[src/rtl/hex_scan_if.sv]
// Display-side bus of hex_scan_ctrl: value loading plus decoder/digit-select outputs.
// HEX_SCAN_BLINK_EN adds the live per-digit blink_mask input.
interface hex_scan_if #(
  parameter int NUM_DIGITS = 4
) ();
  localparam int IW = $clog2(NUM_DIGITS);

  // Handshake: there is no ready; load is a single-cycle strobe that is always accepted,
  // value is sampled on the same rising edge, and no backpressure exists.
  logic                    load;
  logic [4*NUM_DIGITS-1:0] value;
  logic [3:0]              dec_digit;
  logic                    dec_blank;
  logic [NUM_DIGITS-1:0]   digit_sel;
  logic [IW-1:0]           digit_idx;
  logic                    frame_done;
`ifdef HEX_SCAN_BLINK_EN
  logic [NUM_DIGITS-1:0]   blink_mask;

  modport master (
    output load, value, blink_mask,
    input  dec_digit, dec_blank, digit_sel, digit_idx, frame_done
  );

  modport slave (
    input  load, value, blink_mask,
    output dec_digit, dec_blank, digit_sel, digit_idx, frame_done
  );
`else
  modport master (
    output load, value,
    input  dec_digit, dec_blank, digit_sel, digit_idx, frame_done
  );

  modport slave (
    input  load, value,
    output dec_digit, dec_blank, digit_sel, digit_idx, frame_done
  );
`endif
endinterface

[src/rtl/hex_scan_ctrl.sv]
// Multiplexed common-anode hex display scanner with tear-free shadow loading.
// Optional blink support is compiled in with HEX_SCAN_BLINK_EN.
module hex_scan_ctrl #(
  parameter int NUM_DIGITS      = 4,
  parameter int TICKS_PER_DIGIT = 50000,
  parameter int LZ_BLANK        = 1
`ifdef HEX_SCAN_BLINK_EN
  ,
  parameter int BLINK_FRAMES    = 64
`endif
) (
  input logic       clk,
  input logic       reset,
  hex_scan_if.slave bus
);
  localparam int IW = $clog2(NUM_DIGITS);
  localparam int PW = $clog2(TICKS_PER_DIGIT);
  localparam int VW = 4 * NUM_DIGITS;
  localparam logic [PW-1:0] PRESC_LAST = PW'(TICKS_PER_DIGIT - 1);
  localparam logic [IW-1:0] IDX_LAST   = IW'(NUM_DIGITS - 1);
  localparam logic [NUM_DIGITS-1:0] ONE_HOT0 = {{(NUM_DIGITS-1){1'b0}}, 1'b1};

  logic [PW-1:0]         presc_q, presc_d;
  logic [IW-1:0]         idx_q, idx_d;
  logic [VW-1:0]         active_q, active_d;
  logic [VW-1:0]         pending_q, pending_d;
  logic                  pend_valid_q, pend_valid_d;
  logic [3:0]            dec_digit_q, dec_digit_d;
  logic                  dec_blank_q, dec_blank_d;
  logic [NUM_DIGITS-1:0] digit_sel_q, digit_sel_d;
  logic [IW-1:0]         digit_idx_q, digit_idx_d;
  logic                  frame_done_q, frame_done_d;

  logic                  slot_end;
  logic                  frame_end;
  logic                  dead_time;
  logic                  higher_nz;
  logic                  lz_hide;
  logic                  blink_hide;

`ifdef HEX_SCAN_BLINK_EN
  localparam int FW = (BLINK_FRAMES > 1) ? $clog2(BLINK_FRAMES) : 1;
  localparam logic [FW-1:0] FRAME_LAST = FW'(BLINK_FRAMES - 1);

  logic [FW-1:0] frame_cnt_q, frame_cnt_d;
  logic          blink_phase_q, blink_phase_d;
`endif

  always_comb begin
    slot_end  = (presc_q == PRESC_LAST);
    frame_end = slot_end && (idx_q == IDX_LAST);
    dead_time = (presc_q == '0);

    presc_d = slot_end ? '0 : presc_q + 1'b1;
    idx_d   = idx_q;
    if (slot_end) begin
      idx_d = (idx_q == IDX_LAST) ? '0 : idx_q + 1'b1;
    end

    // Active only changes at a frame boundary so a scan never mixes two values.
    active_d     = active_q;
    pending_d    = pending_q;
    pend_valid_d = pend_valid_q;
    if (frame_end) begin
      if (bus.load) begin
        active_d = bus.value;
      end else if (pend_valid_q) begin
        active_d = pending_q;
      end
      pend_valid_d = 1'b0;
    end else if (bus.load) begin
      pending_d    = bus.value;
      pend_valid_d = 1'b1;
    end

    higher_nz = 1'b0;
    for (int j = 0; j < NUM_DIGITS; j++) begin
      if ((j >= int'(idx_q)) && (active_q[4*j +: 4] != 4'h0)) begin
        higher_nz = 1'b1;
      end
    end
    lz_hide = (LZ_BLANK != 0) && (idx_q != '0) && !higher_nz;

`ifdef HEX_SCAN_BLINK_EN
    blink_hide    = blink_phase_q && bus.blink_mask[idx_q];
    frame_cnt_d   = frame_cnt_q;
    blink_phase_d = blink_phase_q;
    if (frame_end) begin
      if (frame_cnt_q == FRAME_LAST) begin
        frame_cnt_d   = '0;
        blink_phase_d = ~blink_phase_q;
      end else begin
        frame_cnt_d = frame_cnt_q + 1'b1;
      end
    end
`else
    blink_hide = 1'b0;
`endif

    // Slot start is a dead cycle so the previous digit's segments never ghost onto the next.
    digit_sel_d  = dead_time ? '1 : ~(ONE_HOT0 << idx_q);
    dec_blank_d  = dead_time || lz_hide || blink_hide;
    dec_digit_d  = active_q[{idx_q, 2'b00} +: 4];
    digit_idx_d  = idx_q;
    frame_done_d = frame_end;
  end

  always_ff @(posedge clk) begin
    if (reset) begin
      presc_q       <= '0;
      idx_q         <= '0;
      active_q      <= '0;
      pending_q     <= '0;
      pend_valid_q  <= 1'b0;
      dec_digit_q   <= 4'h0;
      dec_blank_q   <= 1'b1;
      digit_sel_q   <= '1;
      digit_idx_q   <= '0;
      frame_done_q  <= 1'b0;
`ifdef HEX_SCAN_BLINK_EN
      frame_cnt_q   <= '0;
      blink_phase_q <= 1'b0;
`endif
    end else begin
      presc_q       <= presc_d;
      idx_q         <= idx_d;
      active_q      <= active_d;
      pending_q     <= pending_d;
      pend_valid_q  <= pend_valid_d;
      dec_digit_q   <= dec_digit_d;
      dec_blank_q   <= dec_blank_d;
      digit_sel_q   <= digit_sel_d;
      digit_idx_q   <= digit_idx_d;
      frame_done_q  <= frame_done_d;
`ifdef HEX_SCAN_BLINK_EN
      frame_cnt_q   <= frame_cnt_d;
      blink_phase_q <= blink_phase_d;
`endif
    end
  end

  assign bus.dec_digit  = dec_digit_q;
  assign bus.dec_blank  = dec_blank_q;
  assign bus.digit_sel  = digit_sel_q;
  assign bus.digit_idx  = digit_idx_q;
  assign bus.frame_done = frame_done_q;

endmodule

[src/flat_wrapper.sv]
// flat-port wrapper written by rule: the top's interface ports become plain ports
module hex_scan_ctrl_flat 
#(
  parameter int NUM_DIGITS      = 4,
  parameter int TICKS_PER_DIGIT = 50000,
  parameter int LZ_BLANK        = 1

)
  (clk, reset, bus_load, bus_value, bus_dec_digit, bus_dec_blank, bus_digit_sel, bus_digit_idx, bus_frame_done);
  hex_scan_if #(.NUM_DIGITS(NUM_DIGITS)) bus_i ();
  input logic clk;
  input logic reset;
  input wire logic [$bits(bus_i.load)-1:0] bus_load;
  input wire logic [$bits(bus_i.value)-1:0] bus_value;
  output wire logic [$bits(bus_i.dec_digit)-1:0] bus_dec_digit;
  output wire logic [$bits(bus_i.dec_blank)-1:0] bus_dec_blank;
  output wire logic [$bits(bus_i.digit_sel)-1:0] bus_digit_sel;
  output wire logic [$bits(bus_i.digit_idx)-1:0] bus_digit_idx;
  output wire logic [$bits(bus_i.frame_done)-1:0] bus_frame_done;
  assign bus_i.load = bus_load;
  assign bus_i.value = bus_value;
  assign bus_dec_digit = bus_i.dec_digit;
  assign bus_dec_blank = bus_i.dec_blank;
  assign bus_digit_sel = bus_i.digit_sel;
  assign bus_digit_idx = bus_i.digit_idx;
  assign bus_frame_done = bus_i.frame_done;
  hex_scan_ctrl #(.NUM_DIGITS(NUM_DIGITS), .TICKS_PER_DIGIT(TICKS_PER_DIGIT), .LZ_BLANK(LZ_BLANK)) u_core (.clk(clk), .reset(reset), .bus(bus_i));
endmodule
[config.mk]
export PLATFORM = sky130hd
export DESIGN_NAME = hex_scan_ctrl_flat
export DESIGN_NICKNAME = d
export VERILOG_FILES = /design/src/rtl/hex_scan_if.sv /design/src/rtl/hex_scan_ctrl.sv /design/src/flat_wrapper.sv
export SDC_FILE = /design/constraint.sdc
export NUM_CORES = 1
export LEC_CHECK = 0
export BUFFER_PORTS_ARGS = -buffer_cell sky130_fd_sc_hd__buf_2
export CORE_MARGIN = 3
export CORE_UTILIZATION = 57
export CTS_CLUSTER_DIAMETER = 30
export DETAILED_ROUTE_END_ITERATION = 6
export HOLD_SLACK_MARGIN = 0.15
export PLACE_DENSITY = 0.84
export SKIP_CTS_REPAIR_TIMING = 1
export SLEW_MARGIN = 20
export SYNTH_ARGS = -nofsm -noshare
export SYNTH_HDL_FRONTEND = slang
export SYNTH_SLANG_ARGS = --single-unit
[constraint.sdc]
create_clock -name clk -period 2.9 [get_ports clk]
set_input_delay 0.435 -clock clk [delete_from_list [all_inputs] [get_ports clk]]
set_output_delay 0.435 -clock clk [all_outputs]
set_load 0.01 [all_outputs]
Word-level counts from Yosys, hierarchy flattened. Cells that the tools add are included.

Register bits after elaboration: 63. Output and inout port bits: 12.

Add/subtract/negate cells: 2. $lt $le $gt $ge: 3. Eq/ne operators: 2. Shifts and indexed selects: 2. Muxes and demuxes: 7. Bitwise logic cells: 2. Reduce and logical (&&, ||, !) cells: 19.

Operator list (number): two-way mux 16 bit (2); adder 16 x 1 -> 16 bit (second input constant) (1); == test 16 bit (second input constant) (1); zero test 16 bit (1); nonzero test 4 bit (4); indexed part select 16 x 5 -> 4 bit (1); OR reduction 2 bit (3); logical AND 1 bit (5); greater-or-equal comparator 1 x 2 -> 1 bit (first input constant) (2); two-way mux 1 bit (4); inverter 4 bit (1); AND reduction 2 bit (2); nonzero test 2 bit (2); << shifter 1 x 2 -> 4 bit (first input constant) (1); adder 2 x 1 -> 2 bit (second input constant) (1); == test 2 bit (second input constant) (1); greater-or-equal comparator 2 bit (first input constant) (1); two-way mux 2 bit (1); zero test 1 bit (1); logical OR 1 bit (1); inverter 1 bit (1).

Depth between registers and ports, before layout. Gate-level depths: netlist (run 1).

Depth in word-level cells: 9. Gate-level depth with buffers: 8. Gate-level depth less buffers: 5.

Worst setup path after synthesis (run 1). OpenSTA, ideal clock, no wires.

Path kind: flip-flop to flip-flop. Start point: register u_core.presc_q[5]. End point: register u_core.active_q[0]. Setup time: 0.087 ns. Data arrival time: 2.172 ns. Required time: 2.813 ns. Slack: 0.641 ns. Cell stages (with the launch flop): 7. Period minus slack after synthesis: 2.259 ns. Path through: dfxtp_1 or4_4 or4_4 or3_1 buf_6 buf_6 o31ai_1.

Cells in the longest elaborated chain, start to end: 3.

Ends and longest elaborated chain: start: declaration (line hex_scan_ctrl.sv:23) `logic [PW-1:0] presc_q, presc_d;`; start signal: assignment (line hex_scan_ctrl.sv:125) `presc_q <= presc_d;`; == test 16 bit (line hex_scan_ctrl.sv:50) `slot_end = (presc_q == PRESC_LAST);`; logical AND 1 bit (line hex_scan_ctrl.sv:51) `frame_end = slot_end && (idx_q == IDX_LAST);`; AND reduction 2 bit (no source line); end signal: assignment (line hex_scan_ctrl.sv:127) `active_q <= active_d;`; end: declaration (line hex_scan_ctrl.sv:25) `logic [VW-1:0] active_q, active_d;`.

No other way between the ends. A chain may end at the register's enable or synchronous reset.

Worst setup path in the final report (run 1).
Start point: register u_core.presc_q[5]. End point: register u_core.active_q[3].

The elaborated chain is that of the path after synthesis.

==> metrics.cfg, run 1 <==
[clocking]
tritoncts=yes
h-tree-depth=3
cts.reportedPaths.clkPinSlew_ns=0.07
tritoncts_num_sinks=63
cts.root.buffer_cell=clkbuf_8
clock_latency_on_the_worst_skew_pair_ns=0.34
cts_buffers=9
cts_max_path_buffers=2

[timing]
timing.final.max_slew_violations=0
fmaxAchievable_ghz=0.377
worst_slew_pin_slew_ns=0.607
period_needed_ns=2.65
timing.final.crit_share=0.914
final_hold_viol_count=0
grt_setup_unrepaired=false
timing.clock.skew_ns=0.00715
final-setup-viol-count=0
maxSlewHeadroom=0.592
setup-tns-final_ns=0

[setup_path]
worst-r2r-setup-slack_ns=0.25
cp_data_arrival_time_ns=2.89
critPathCapture=u_core.active_q[3]
worst_setup_path_startpoint=u_core.presc_q[5]
path_cells=or4_4, or4_4, or3_1, o31ai_1
worst_reg2reg_startpoint=u_core.presc_q[5]
setup.worst_path.end_class=flop
crit_top_cell=or4_4
r2r_end=u_core.active_q[3]
crit_path_top_delay_cell=or3_1
crit_path_max_fo=22
path_buf_inv=0
crit_type=flop to flop
worst_path_dominant_cell_family=simple AND/OR/NAND/NOR gates
cp-start-kind=flop
timing.critical_path.depth=4
timing.critical_path.slowest_cell_delay_ns=0.67
reg2reg_path_depth=4
worstPathRequired_ns=3.14

[pwr]
reported_net_switching_power_uw=388
cell_area_power_density_nw_per_um2=547
power.static_leakage_nw=1.30
p_clk_frac=0.418
swShare=0.223
cell_internal_pwr_mw=1.35
p_seq_frac=0.517
combinationalPowerShare=0.065
ir_worst_vdd_mv=0.404

[yosys]
cell_types_occupying_the_most_area_after_synthesis=dfxtp_1 45%, mux2i_1 11%, nand2_1 5.3%, o311ai_0 5.0%, o31ai_1 4.5%
async_reset_ff_frac=0
synth.largest_area_cell=dfxtp_1
yosysUniqueCellTypes=32
synth.cell_area_sq_um=2810
yosysSeqAreaShare=0.449
yosysTopAreaCellShare=0.449
synthesis.nets=316
postSynthAreaPerCell_sq_um=9.68
number_of_flops_mapped_to_enable_cells_by_yosys=0
synth-seq-cells=63
synth_cells=290
dominantRegCellSynth=dfxtp_1
synth.yosys.warnings=0

[placement]
buffer_ports.inserted=30
dp.cells=369
place_congestion=0.887
detailed_place_hpwl_um=3820

[global_routing]
grt_start_max_net_pins=54
grt_pass1_wl_um=9590
number_of_global_route_vias_before_repair=2046
grt-ovfl-total=0
grt_antenna_before_repair=0
groute.usage.overall=0.205

[worst_hold_path]
holdCritPathClass=input pin to flop
whs_path_depth=3

[layout]
final_common_cell=dfxtp_1
mostFrequentLayoutCells=63 x dfxtp_1, 40 x nand2_1, 32 x mux2i_1, 30 x buf_2, 20 x nor2_1
post-route-util=0.697
syn_to_final_growth_pct=13.3
antenna-diode-count=0
nets=341
final_std_cells_w_o_fill=385
drive_gt1_frac=0.181

[outcome]
outcome=completed

[drt]
number_of_optimization_iterations_in_the_first_detailed_route_pass=4
vias_per_instance=5.63
ant_nets=0
initialDrtViolationCount=177
vias=2166
detail_route.wirelength_um=5510
wl_per_cell_um=14.3
post-route-drc-count=0

[floorplan]
height_of_the_die_um=76.2
floorplan.die.width_um=76.2
placement_rows=24
start_util=0.615
ioPinCount=31
core_area_sq_um=4560
die_area_sq_um=5800

[flow_run]
max_cap_viol_count=0

metrics by stage:
stage                     total power, mW  setup WS (ns)  hold WS, ns  cell area, sq um
after floorplan                     0.991          0.641        0.434              2810
after global placement               1.03          0.407        0.441              2990
after detailed placement             1.03          0.250        0.448              2990
after CTS                            1.76          0.260        0.340              3180
after global routing                 1.81          0.127        0.356              3180
final                                1.74          0.249        0.350              3180
metal layers:
layer / vias up / part of all wire / global-route usage
li1: 1100 / - / -
met1: 991 / 0.46 / 0.274
met2: 64 / 0.47 / 0.314
met3: 11 / 0.044 / 0.0544
met4: 0 / 0.018 / 0.0870
met5: - / 0 / 0
cells in the mapped netlist (5+ instances only):
library cell  instances
mux2i_1              32
dfxtp_1              63
nand3_1               7
inv_1                 7
ha_1                  7
nand4_1               5
xor2_1               10
a21oi_1               5
nor2_1               20
o311ai_0             16
clkbuf_1             18
nand2_1              40
o31ai_1              17
power groups by stage:
| stage | clock network, mW | registers [mW] | logic, mW |
|---|---|---|---|
| after global routing | 0.787 | 0.900 | 0.126 |
| after CTS | 0.746 | 0.898 | 0.113 |
| final | 0.727 | 0.898 | 0.113 |
| after global placement | 0 | 0.916 | 0.109 |
| after floorplan | 0 | 0.916 | 0.0748 |
| after detailed placement | 0 | 0.917 | 0.112 |
flip-flops by register name, summed over array words and instances (netlist names):
signal and flops:
u_core.active_q 16, u_core.bus.digit_idx 2, u_core.pending_q 16, u_core.bus.dec_blank 1, u_core.digit_idx_d 2, u_core.bus.digit_sel 4
u_core.bus.dec_digit 4, u_core.pend_valid_q 1, u_core.bus.frame_done 1, u_core.presc_q 16
cells by family after synthesis:
kind of cell / count (synthesis) / share of synthesized area
and+or+nand+nor: 95 / 0.165
DFF: 63 / 0.449
AOI/OAI and AO/OA: 46 / 0.123
muxes: 36 / 0.146
buffers and inverters: 31 / 0.0481
xor gates and xnor gates: 12 / 0.0374
adders and majority gates: 7 / 0.0312
worst min-delay path by stage:
stage	from	end	slack, ns
after CTS	bus_value[0]	u_core.pending_q[0]	0.34
final	bus_value[5]	u_core.pending_q[5]	0.35
after detailed placement	u_core.pending_q[6]	u_core.pending_q[6]	0.45
after floorplan	u_core.pending_q[0]	u_core.pending_q[0]	0.43
after global placement	u_core.pending_q[10]	u_core.pending_q[10]	0.44
after global routing	bus_value[6]	u_core.pending_q[6]	0.36
worst min-delay path, stage by stage:
cell and delay, ns:
buf_2 0.11, nand2_1 0.05, mux2i_1 0.05
layout make-up:
type	instances	area, sq um
multi-input combinational	196	1410
timing repair buffer	37	203
tap	65	81.3
clock buffer	12	145
inverter	8	30.0
sequential	63	1260
clock inverter	4	45.0
fill	376	1390
No activity file was read; power rests on OpenSTA's default activity.
==> run 2, diff against run 1 <==
Settings changed: CORE_UTILIZATION 57 to 35, PLACE_DENSITY 0.84 to 0.58.
==> run 2 against run 1 <==
Flip-flop and latch count stayed put. Clock power is 9.8% lower. Clock skew is 0.0018 ns higher. Maximum frequency is 1.3% higher. Largest power group unchanged.
==> metrics.cfg, run 2 (synthesis gave the netlist of run 1 again) <==
[outcome]
outcome=completed

[layout]
biggestRegsByFlops=u_core.active_q (16), u_core.pending_q (16), u_core.presc_q (16)
antenna-diode-count=0  ; unchanged
final_common_cell=dfxtp_1
syn_to_final_growth_pct=14.3
nets=342  ; +0.29%
drive_gt1_frac=0.179  ; -0.00257
finish.instance_area_sq_um=3210  ; +0.87%
mostFrequentLayoutCells=63 x dfxtp_1, 40 x nand2_1, 32 x mux2i_1, 30 x buf_2, 20 x nor2_1
fillCellCount=802  ; +110%
final_std_cells_w_o_fill=421  ; +9.4%

[global_routing]
grt_antenna_before_repair=0  ; unchanged
grt_start_max_net_pins=53  ; -1.9%
number_of_global_route_vias_before_repair=1954  ; -4.5%
grt_pass1_wl_um=9760  ; +1.7%
groute.usage.overall=0.139  ; -0.0661
grt-ovfl-total=0  ; unchanged

[clocking]
h-tree-depth=3  ; unchanged
clock_latency_on_the_worst_skew_pair_ns=0.34  ; about the same
cts.root.buffer_cell=clkbuf_8
cts_buffers=9  ; unchanged
cts_max_path_buffers=2  ; unchanged
tritoncts_num_sinks=63  ; unchanged
cts.reportedPaths.clkPinSlew_ns=0.07  ; about the same
tritoncts=yes

[timing]
maxSlewHeadroom=0.603  ; +0.0111
setup-tns-final_ns=0  ; unchanged
fmaxAchievable_ghz=0.382  ; +1.3%
period_needed_ns=2.62  ; -0.0349 ns
worst_slew_pin_slew_ns=0.596  ; -0.0110 ns
timing.clock.skew_ns=0.00890  ; +0.00175 ns
timing.final.crit_share=0.902  ; -0.0120
final-setup-viol-count=0  ; unchanged
grt_setup_unrepaired=false
timing.final.max_slew_violations=0  ; unchanged
final_hold_viol_count=0  ; unchanged

[setup_path]
crit_top_cell=or4_4
crit_type=flop to flop
cp-start-kind=flop
worst_reg2reg_startpoint=u_core.presc_q[5]
r2r_end=u_core.active_q[5]
crit_path_top_delay_cell=or3_1
timing.critical_path.slowest_cell_delay_ns=0.68  ; about the same
path_cells=or4_4, or4_4, or3_1, o31ai_1
path_buf_inv=0  ; unchanged
worst_path_dominant_cell_family=simple AND/OR/NAND/NOR gates
worst-r2r-setup-slack_ns=0.28  ; +0.03 ns
crit_path_max_fo=22  ; unchanged
worst_setup_path_startpoint=u_core.presc_q[5]
cp_data_arrival_time_ns=2.87  ; -0.02 ns
reg2reg_path_depth=4  ; unchanged
setup.worst_path.end_class=flop
worstPathRequired_ns=3.15  ; about the same

[worst_hold_path]
whs_path_depth=3  ; unchanged
holdCritPathClass=input pin to flop
hold_path_startpoint=bus_value[5]
hold_worst_path_end=u_core.pending_q[5]

[drt]
initialDrtViolationCount=108  ; -39%
wl_per_cell_um=13.9  ; -2.7%
ant_nets=0  ; unchanged
detail_route.wirelength_um=5860  ; +6.4%
vias=2131  ; -1.6%
post-route-drc-count=0  ; unchanged
number_of_optimization_iterations_in_the_first_detailed_route_pass=4  ; unchanged
vias_per_instance=5.06  ; -10%

[placement]
place_congestion=0.799  ; -9.9%
buffer_ports.inserted=30  ; unchanged
detailed_place_hpwl_um=3960  ; +3.8%
placed_cell_area_sq_um=3040  ; +1.8%
dp.cells=407  ; +10%

[pwr]
cell_area_power_density_nw_per_um2=520  ; -4.9%
totalPowerFinal_mw=1.67  ; -4.0%
power.static_leakage_nw=1.29  ; -0.72%
ir_worst_vdd_mv=0.183  ; -55%

[floorplan]
core_area_sq_um=7770  ; +70%
die_area_sq_um=9130  ; +57%
floorplan.die.width_um=95.5  ; +25%
height_of_the_die_um=95.5  ; +25%
placement_rows=32  ; +33%
start_util=0.361  ; -0.254
ioPinCount=31  ; unchanged

[flow_run]
max_cap_viol_count=0  ; unchanged

==> run 2: cell count changes in the layout (fill, tap and decap cells not counted) <==
| cell | before | now |
|---|---|---|
| clkbuf_8 | 10 | 11 |
| bufinv_16 | 1 | 0 |
| buf_4 | 7 | 8 |
| clkinv_2 | 3 | 1 |
==> run 2: worst register-to-register path: cells and delay by family (launching register included) <==
kind | cells | cell delay, ns
AND/OR/NAND/NOR | 3 | 1.85
AO/OA/AOI/OAI | 1 | 0.33
flip-flops | 1 | 0.35
==> run 2: worst max-delay path by stage <==
stage	depth (start not counted)	end
detailed placement	4	u_core.active_q[7]
global placement	4	u_core.active_q[5]
floorplan	6	u_core.active_q[0]
global route	4	u_core.active_q[4]
CTS	4	u_core.active_q[7]
finish	4	u_core.active_q[5]
==> run 2: cell type report <==
type	instances	area, sq um	area share
Clock buffer	13	159	0.0496
Clock inverter	1	5.00	0.00156
Inverter	8	30.0	0.00936
Multi-Input combinational cell	196	1410	0.441
Sequential cell	63	1260	0.393
Tap cell	102	128	0.0398
Timing Repair Buffer	38	210	0.0655
==> run 2: metal layers <==
metal  GRT usage  up-vias  wire length [um]  part of all wire
met5           0        -                 0                 0
met4      0.0616        0                77             0.013
met3      0.0466        6               285             0.049
met2       0.197       44              2510              0.43
met1       0.190      980              2990              0.51
li1            -     1101                 -                 -
==> run 2: per-stage QoR <==
stage	util	hold slack (ns)	worst slack [ns]
5_1_grt	0.413	0.338	0.182
3_5_place_dp	0.392	0.446	0.308
3_3_place_gp	0.392	0.441	0.387
2_1_floorplan	-	0.434	0.641
6_report	0.413	0.346	0.284
4_1_cts	0.413	0.339	0.292
==> run 2: where the power goes <==
part / switching (mW) / total (mW) / internal, mW / leakage [nW]
registers: 0.0110 / 0.898 / 0.887 / 0.512
clock network: 0.310 / 0.656 / 0.346 / 0.0854
logic: 0.0666 / 0.114 / 0.0469 / 0.691
